===== src/rtl/ysyx_22041071_wb_queue.sv =====
// rtl/ysyx_22041071_wb_queue.sv - registered write-back FIFO with commit, retire count and ebreak halt
// Optional commit trace: define YSYX_22041071_WB_TRACE_EN.
module ysyx_22041071_wb_queue #(
  parameter int XLEN  = 64,
  parameter int AW    = 64,
  parameter int IW    = 32,
  parameter int DEPTH = 2
) (
  input  logic            clk,
  input  logic            reset,
  input  logic            in_valid,
  output logic            in_ready,
  input  logic [AW-1:0]   in_pc,
  input  logic [IW-1:0]   in_ins,
  input  logic            in_wen,
  input  logic [4:0]      in_rd,
  input  logic [XLEN-1:0] in_data,
  output logic            out_valid,
  input  logic            out_ready,
  output logic [AW-1:0]   out_pc,
  output logic [IW-1:0]   out_ins,
  output logic            rf_wen,
  output logic [4:0]      rf_rd,
  output logic [XLEN-1:0] rf_data,
  output logic [63:0]     retire_cnt,
  output logic            halt
);

  localparam int PW = $clog2(DEPTH);
  localparam int CW = PW + 1;
  localparam logic [CW-1:0] FULL = CW'(DEPTH);
  localparam logic [IW-1:0] EBREAK = IW'(32'h0010_0073);

  logic [AW-1:0]   mem_pc   [DEPTH];
  logic [IW-1:0]   mem_ins  [DEPTH];
  logic            mem_wen  [DEPTH];
  logic [4:0]      mem_rd   [DEPTH];
  logic [XLEN-1:0] mem_data [DEPTH];

  logic [PW-1:0] wr_ptr;
  logic [PW-1:0] rd_ptr;
  logic [CW-1:0] count;
  logic          push;
  logic          pop;

  // Full-pass: a full queue still accepts when the head leaves this cycle.
  assign in_ready  = reset && !halt && ((count < FULL) || out_ready);
  assign out_valid = (count != '0);
  assign push      = in_valid && in_ready;
  assign pop       = out_valid && out_ready;

  assign out_pc  = out_valid ? mem_pc[rd_ptr]   : '0;
  assign out_ins = out_valid ? mem_ins[rd_ptr]  : '0;
  assign rf_rd   = out_valid ? mem_rd[rd_ptr]   : '0;
  assign rf_data = out_valid ? mem_data[rd_ptr] : '0;
  assign rf_wen  = pop && mem_wen[rd_ptr];

  always_ff @(posedge clk) begin
    if (push) begin
      mem_pc[wr_ptr]   <= in_pc;
      mem_ins[wr_ptr]  <= in_ins;
      mem_wen[wr_ptr]  <= in_wen && (in_rd != 5'd0);
      mem_rd[wr_ptr]   <= in_rd;
      mem_data[wr_ptr] <= in_data;
    end
  end

  always_ff @(posedge clk or negedge reset) begin
    if (!reset) begin
      wr_ptr     <= '0;
      rd_ptr     <= '0;
      count      <= '0;
      retire_cnt <= '0;
      halt       <= 1'b0;
    end else begin
      if (push) wr_ptr <= wr_ptr + 1'b1;
      if (pop) begin
        rd_ptr     <= rd_ptr + 1'b1;
        retire_cnt <= retire_cnt + 64'd1;
        if (mem_ins[rd_ptr] == EBREAK) halt <= 1'b1;
      end
      case ({push, pop})
        2'b10:   count <= count + 1'b1;
        2'b01:   count <= count - 1'b1;
        default: count <= count;
      endcase
    end
  end

`ifdef YSYX_22041071_WB_TRACE_EN
  always @(posedge clk) begin
    if (reset && pop) begin
      $display("[wb] pc=%h rd=%0d wen=%0b data=%h",
               mem_pc[rd_ptr], mem_rd[rd_ptr], mem_wen[rd_ptr], mem_data[rd_ptr]);
      if (!halt && mem_ins[rd_ptr] == EBREAK)
        $display("[wb] ebreak committed at pc=%h, halting", mem_pc[rd_ptr]);
    end
  end
`endif

endmodule


===== config.mk =====
export PLATFORM = sky130hd
export DESIGN_NAME = ysyx_22041071_wb_queue
export DESIGN_NICKNAME = d
export VERILOG_FILES = /design/src/rtl/ysyx_22041071_wb_queue.sv
export SDC_FILE = /design/constraint.sdc
export NUM_CORES = 1
export LEC_CHECK = 0
export ABC_AREA = 1
export ABC_CLOCK_PERIOD_IN_PS = 11750
export CORE_MARGIN = 1.5
export CORE_UTILIZATION = 50
export DETAILED_ROUTE_END_ITERATION = 8
export GPL_TIMING_DRIVEN = 0
export PLACE_DENSITY = 0.84
export SYNTH_ARGS = -nofsm -noshare
export SYNTH_HDL_FRONTEND = slang
export SYNTH_SLANG_ARGS = --single-unit

===== constraint.sdc =====
create_clock -name clk -period 11.75 [get_ports clk]
set_clock_uncertainty 0.1 [all_clocks]
set_input_delay 1.7625 -clock clk [delete_from_list [all_inputs] [get_ports clk]]
set_output_delay 1.7625 -clock clk [all_outputs]
set_load 0.05 [all_outputs]

==> impl_metrics.env <==
export IMPL_placementRows=66
export IMPL_wire_per_inst_um=20.4
export IMPL_criticalPathCategory="input pin to output pin"
export IMPL_worst_hold_path_cell_count=2
export IMPL_maxSlewViolCount=0
export IMPL_global_route_wire_length_before_repair_um=73200
export IMPL_grt_start_max_net_pins=71
export IMPL_cp_data_required_time_ns=9.89
export IMPL_adder_and_majority_gate_portion_of_the_synthesized_area_pct=0.152
export IMPL_synth_edf_count=332
export IMPL_number_of_antenna_violations_at_the_first_check_in_global_routing=2
export IMPL_comb_power_share_pct=48.0
export IMPL_max_freq_mhz=175
export IMPL_i_o_pin_count=403
export IMPL_synth_largest_type_area_fraction_pct=60.4
export IMPL_synthesis_instances=1483
export IMPL_pwr_share_seq_pct=28.0
export IMPL_design_die_area_um2=34100
export IMPL_yosysMostFrequentCell="sky130_fd_sc_hd__nand2_1"
export IMPL_leakage_power_of_the_design_uw=0.00844
export IMPL_worst_r2r_cell_count=7
export IMPL_cts_path_max_buffers=3
export IMPL_async_set_reset_flop_share_out_of_synthesis_pct=17.2
export IMPL_p_r_area_growth_vs_syn_pct=37.7
export IMPL_synth_xor_area_share_pct=2.49
export IMPL_synth_largest_area_cell="sky130_fd_sc_hd__edfxtp_1"
export IMPL_cts_sinks=401
export IMPL_report_final_hold_viol_count=0
export IMPL_layoutNonFillerInstCount=2414
export IMPL_max_cap_violations=0
export IMPL_finalSetupViolations=0
export IMPL_setup_worst_path_end_class="output pin"
export IMPL_clock_root_buffer="sky130_fd_sc_hd__clkbuf_16"
export IMPL_synth_warnings=0
export IMPL_rr_startpoint="halt"
export IMPL_drt_iter0_markers=879
export IMPL_report_power_total_uw=5610
export IMPL_numPortBuffers=402
export IMPL_peakVddDrop_mv=0.229
export IMPL_synth_simple_gate_area_share_pct=17.7
export IMPL_vias=12913
export IMPL_detail_route_wirelength_um=49300
export IMPL_synth_area_mux_share_pct=0
export IMPL_critical_path_cell_chain="buf_4 > nand2_1 > a21oi_1 > clkdlybuf4s50_1"
export IMPL_cts_tree="yes"
export IMPL_placement_cell_area_um2=21300
export IMPL_postSynthAreaPerCell_um2=11.1
export IMPL_rsz_0062_raised_after_global_routing="no"
export IMPL_initial_utilization_pct=50.7
export IMPL_path_clk_slew_ns=0.06
export IMPL_finalInstanceArea_um2=22700
export IMPL_crit_slowest_cell="sky130_fd_sc_hd__clkdlybuf4s50_1"
export IMPL_rr_endpoint="mem_data[0][0]"
export IMPL_grt_overflow=0
export IMPL_hold_end="halt"
export IMPL_timing_hold_worst_start="halt"
export IMPL_cts_htree_levels=2
export IMPL_finalCritPeriodShare_pct=48.6
export IMPL_slew_headroom_pct=39.8
export IMPL_synth_seq_cells=401
export IMPL_via_count_of_the_first_global_routing_pass=12952
export IMPL_internal_power_uw=3110
export IMPL_cts_buffers=41
export IMPL_antenna_left=0
export IMPL_start_kind="input pin"
export IMPL_synth_area_top_cells="sky130_fd_sc_hd__edfxtp_1, sky130_fd_sc_hd__nand2_1, sky130_fd_sc_hd__dfrtp_1"
export IMPL_hold_path_class="flip-flop to flip-flop"
export IMPL_rrSetupSlack_ns=8.89
export IMPL_ys_dominant_reg_cell="sky130_fd_sc_hd__edfxtp_1"
export IMPL_post_place_cells=2338
export IMPL_globalRouteTotalUtil_pct=28.8
export IMPL_status="complete, no violations"
export IMPL_fp_coreArea_um2=32500
export IMPL_main_combinational_cell_family_by_area_after_synthesis="simple AND/OR/NAND/NOR gates"
export IMPL_vias_per_cell=5.35
export IMPL_place_congestion=0.917
export IMPL_worst_pin_slew_ns=0.903
export IMPL_route_detailed_drc=0
export IMPL_design_final_nets=2111
export IMPL_fin_hold_ws_ns=0.420
export IMPL_critical_path_max_stage_delay_ns=0.88
export IMPL_synth_cell_area_um2=16500
export IMPL_synth_nets=1655
export IMPL_yosysSeqAreaShare_pct=70.9
export IMPL_cts_setup_buffers=0
export IMPL_p_per_area_nw_per_um2=247
export IMPL_power_share_switching_pct=44.6
export IMPL_detailed_placement_wirelength_estimate_um=35700
export IMPL_die_span_in_y_um=185
export IMPL_share_of_post_route_cells_with_drive_strength_above_1_pct=6.04
export IMPL_dieWidth_um=185
export IMPL_synth_compound_area_share_pct=5.38
export IMPL_post_route_min_period_ns=5.71
export IMPL_clock_insertion_delay_at_the_later_pin_of_the_skew_report_ns=0.54
export IMPL_worstPathMaxFanout=70
export IMPL_power_net_switching_uw=2500
export IMPL_synth_distinct_cells=34
export IMPL_pwr_share_clk_pct=24.0
export IMPL_dr_pass1_iters=5
export IMPL_holdBufCountCts=0
export IMPL_critical_path_arrival_ns=3.85
export IMPL_utilization_pct=69.8
export IMPL_ctsResizeCount=0
export IMPL_netlist_top_cells_count="sky130_fd_sc_hd__nand2_1, sky130_fd_sc_hd__edfxtp_1, sky130_fd_sc_hd__a21oi_1"
## kinds of logic after synthesis
| kind of cell | Yosys count |
|---|---|
| AND/OR/NAND/NOR | 715 |
| flip-flops | 401 |
| AO/OA/AOI/OAI | 176 |
| buffers and inverters | 142 |
| XOR/XNOR | 47 |
| adder cells (fa/ha/maj) | 2 |
## routing by layer
metal	vias to the layer above	global-route usage, %	part of all wire [%]
met4	0	14.7	5.7
met2	649	50.9	50
met1	6212	32.6	36
met5	-	0	0
met3	139	6.68	7.9
li1	5913	-	-
## sequential cells by signal (all words and copies together) (netlist names)
signal and count:
mem_rd 10, count 2, rd_ptr 1, mem_wen 2
retire_cnt 64, halt 1, mem_ins 64, wr_ptr 1
mem_data 128, mem_pc 128
## worst max-delay path: cells and delay by family
family | cells | cell delay [ns]
AOI/OAI and AO/OA | 1 | 0.36
and+or+nand+nor | 1 | 0.13
buffers and inverters | 2 | 1.54
## placed cells by master (no fill, tap or decap), types with 8 or more instances in the layout
cell type	netlist	layout
sky130_fd_sc_hd__nand2_1	503	503
sky130_fd_sc_hd__clkbuf_16	0	41
sky130_fd_sc_hd__inv_1	80	80
sky130_fd_sc_hd__clkdlybuf4s50_1	0	401
sky130_fd_sc_hd__o21ai_1	8	8
sky130_fd_sc_hd__clkinv_2	0	11
sky130_fd_sc_hd__nand3_1	25	25
sky130_fd_sc_hd__nor2_1	123	121
sky130_fd_sc_hd__nand4_1	21	21
sky130_fd_sc_hd__o21ai_0	12	12
sky130_fd_sc_hd__xnor2_1	25	25
sky130_fd_sc_hd__nor2_2	9	9
sky130_fd_sc_hd__clkbuf_1	33	37
sky130_fd_sc_hd__buf_1	14	14
sky130_fd_sc_hd__buf_12	0	11
sky130_fd_sc_hd__buf_2	8	8
sky130_fd_sc_hd__dfrtp_1	69	69
sky130_fd_sc_hd__a21oi_1	154	154
sky130_fd_sc_hd__edfxtp_1	332	332
sky130_fd_sc_hd__xor2_1	22	22
## per-stage QoR
stage	setup WS, ns	TNS, ns
finish	6.04	0
floorplan	1.05	0
detailed placement	5.95	0
global placement	-5.27	-1742.47
global route	5.75	0
CTS	5.95	0
## worst max-delay path by stage
| stage | slack [ns] | startpoint | endpoint |
|---|---|---|---|
| finish | 6.04 | reset | in_ready |
| global route | 5.75 | reset | in_ready |
| CTS | 5.95 | reset | in_ready |
| detailed placement | 5.95 | reset | in_ready |
| global placement | -5.27 | reset | mem_pc[0][3] |
| floorplan | 1.05 | out_ready | mem_data[0][0] |
## final cells by class
cell class | instances | area, um2
flip-flops and latches | 401 | 11700
fillers | 2167 | 9820
multi-input cells | 940 | 4270
repair buffers | 413 | 4240
clock buffers | 45 | 1040
well taps | 442 | 553
clock inverters | 29 | 357
inverters | 86 | 323
plain buffers | 56 | 228
diodes | 2 | 5.00
## power groups by stage
stage | clock [uW] | sequential (uW) | combinational [uW]
2_1_floorplan | 0 | 1630 | 1650
3_3_place_gp | 0 | 1600 | 2630
3_5_place_dp | 0 | 1600 | 2670
4_1_cts | 1360 | 1570 | 2690
5_1_grt | 1420 | 1580 | 2800
6_report | 1350 | 1570 | 2690
Note: power is estimated with default switching activity, not from simulation.
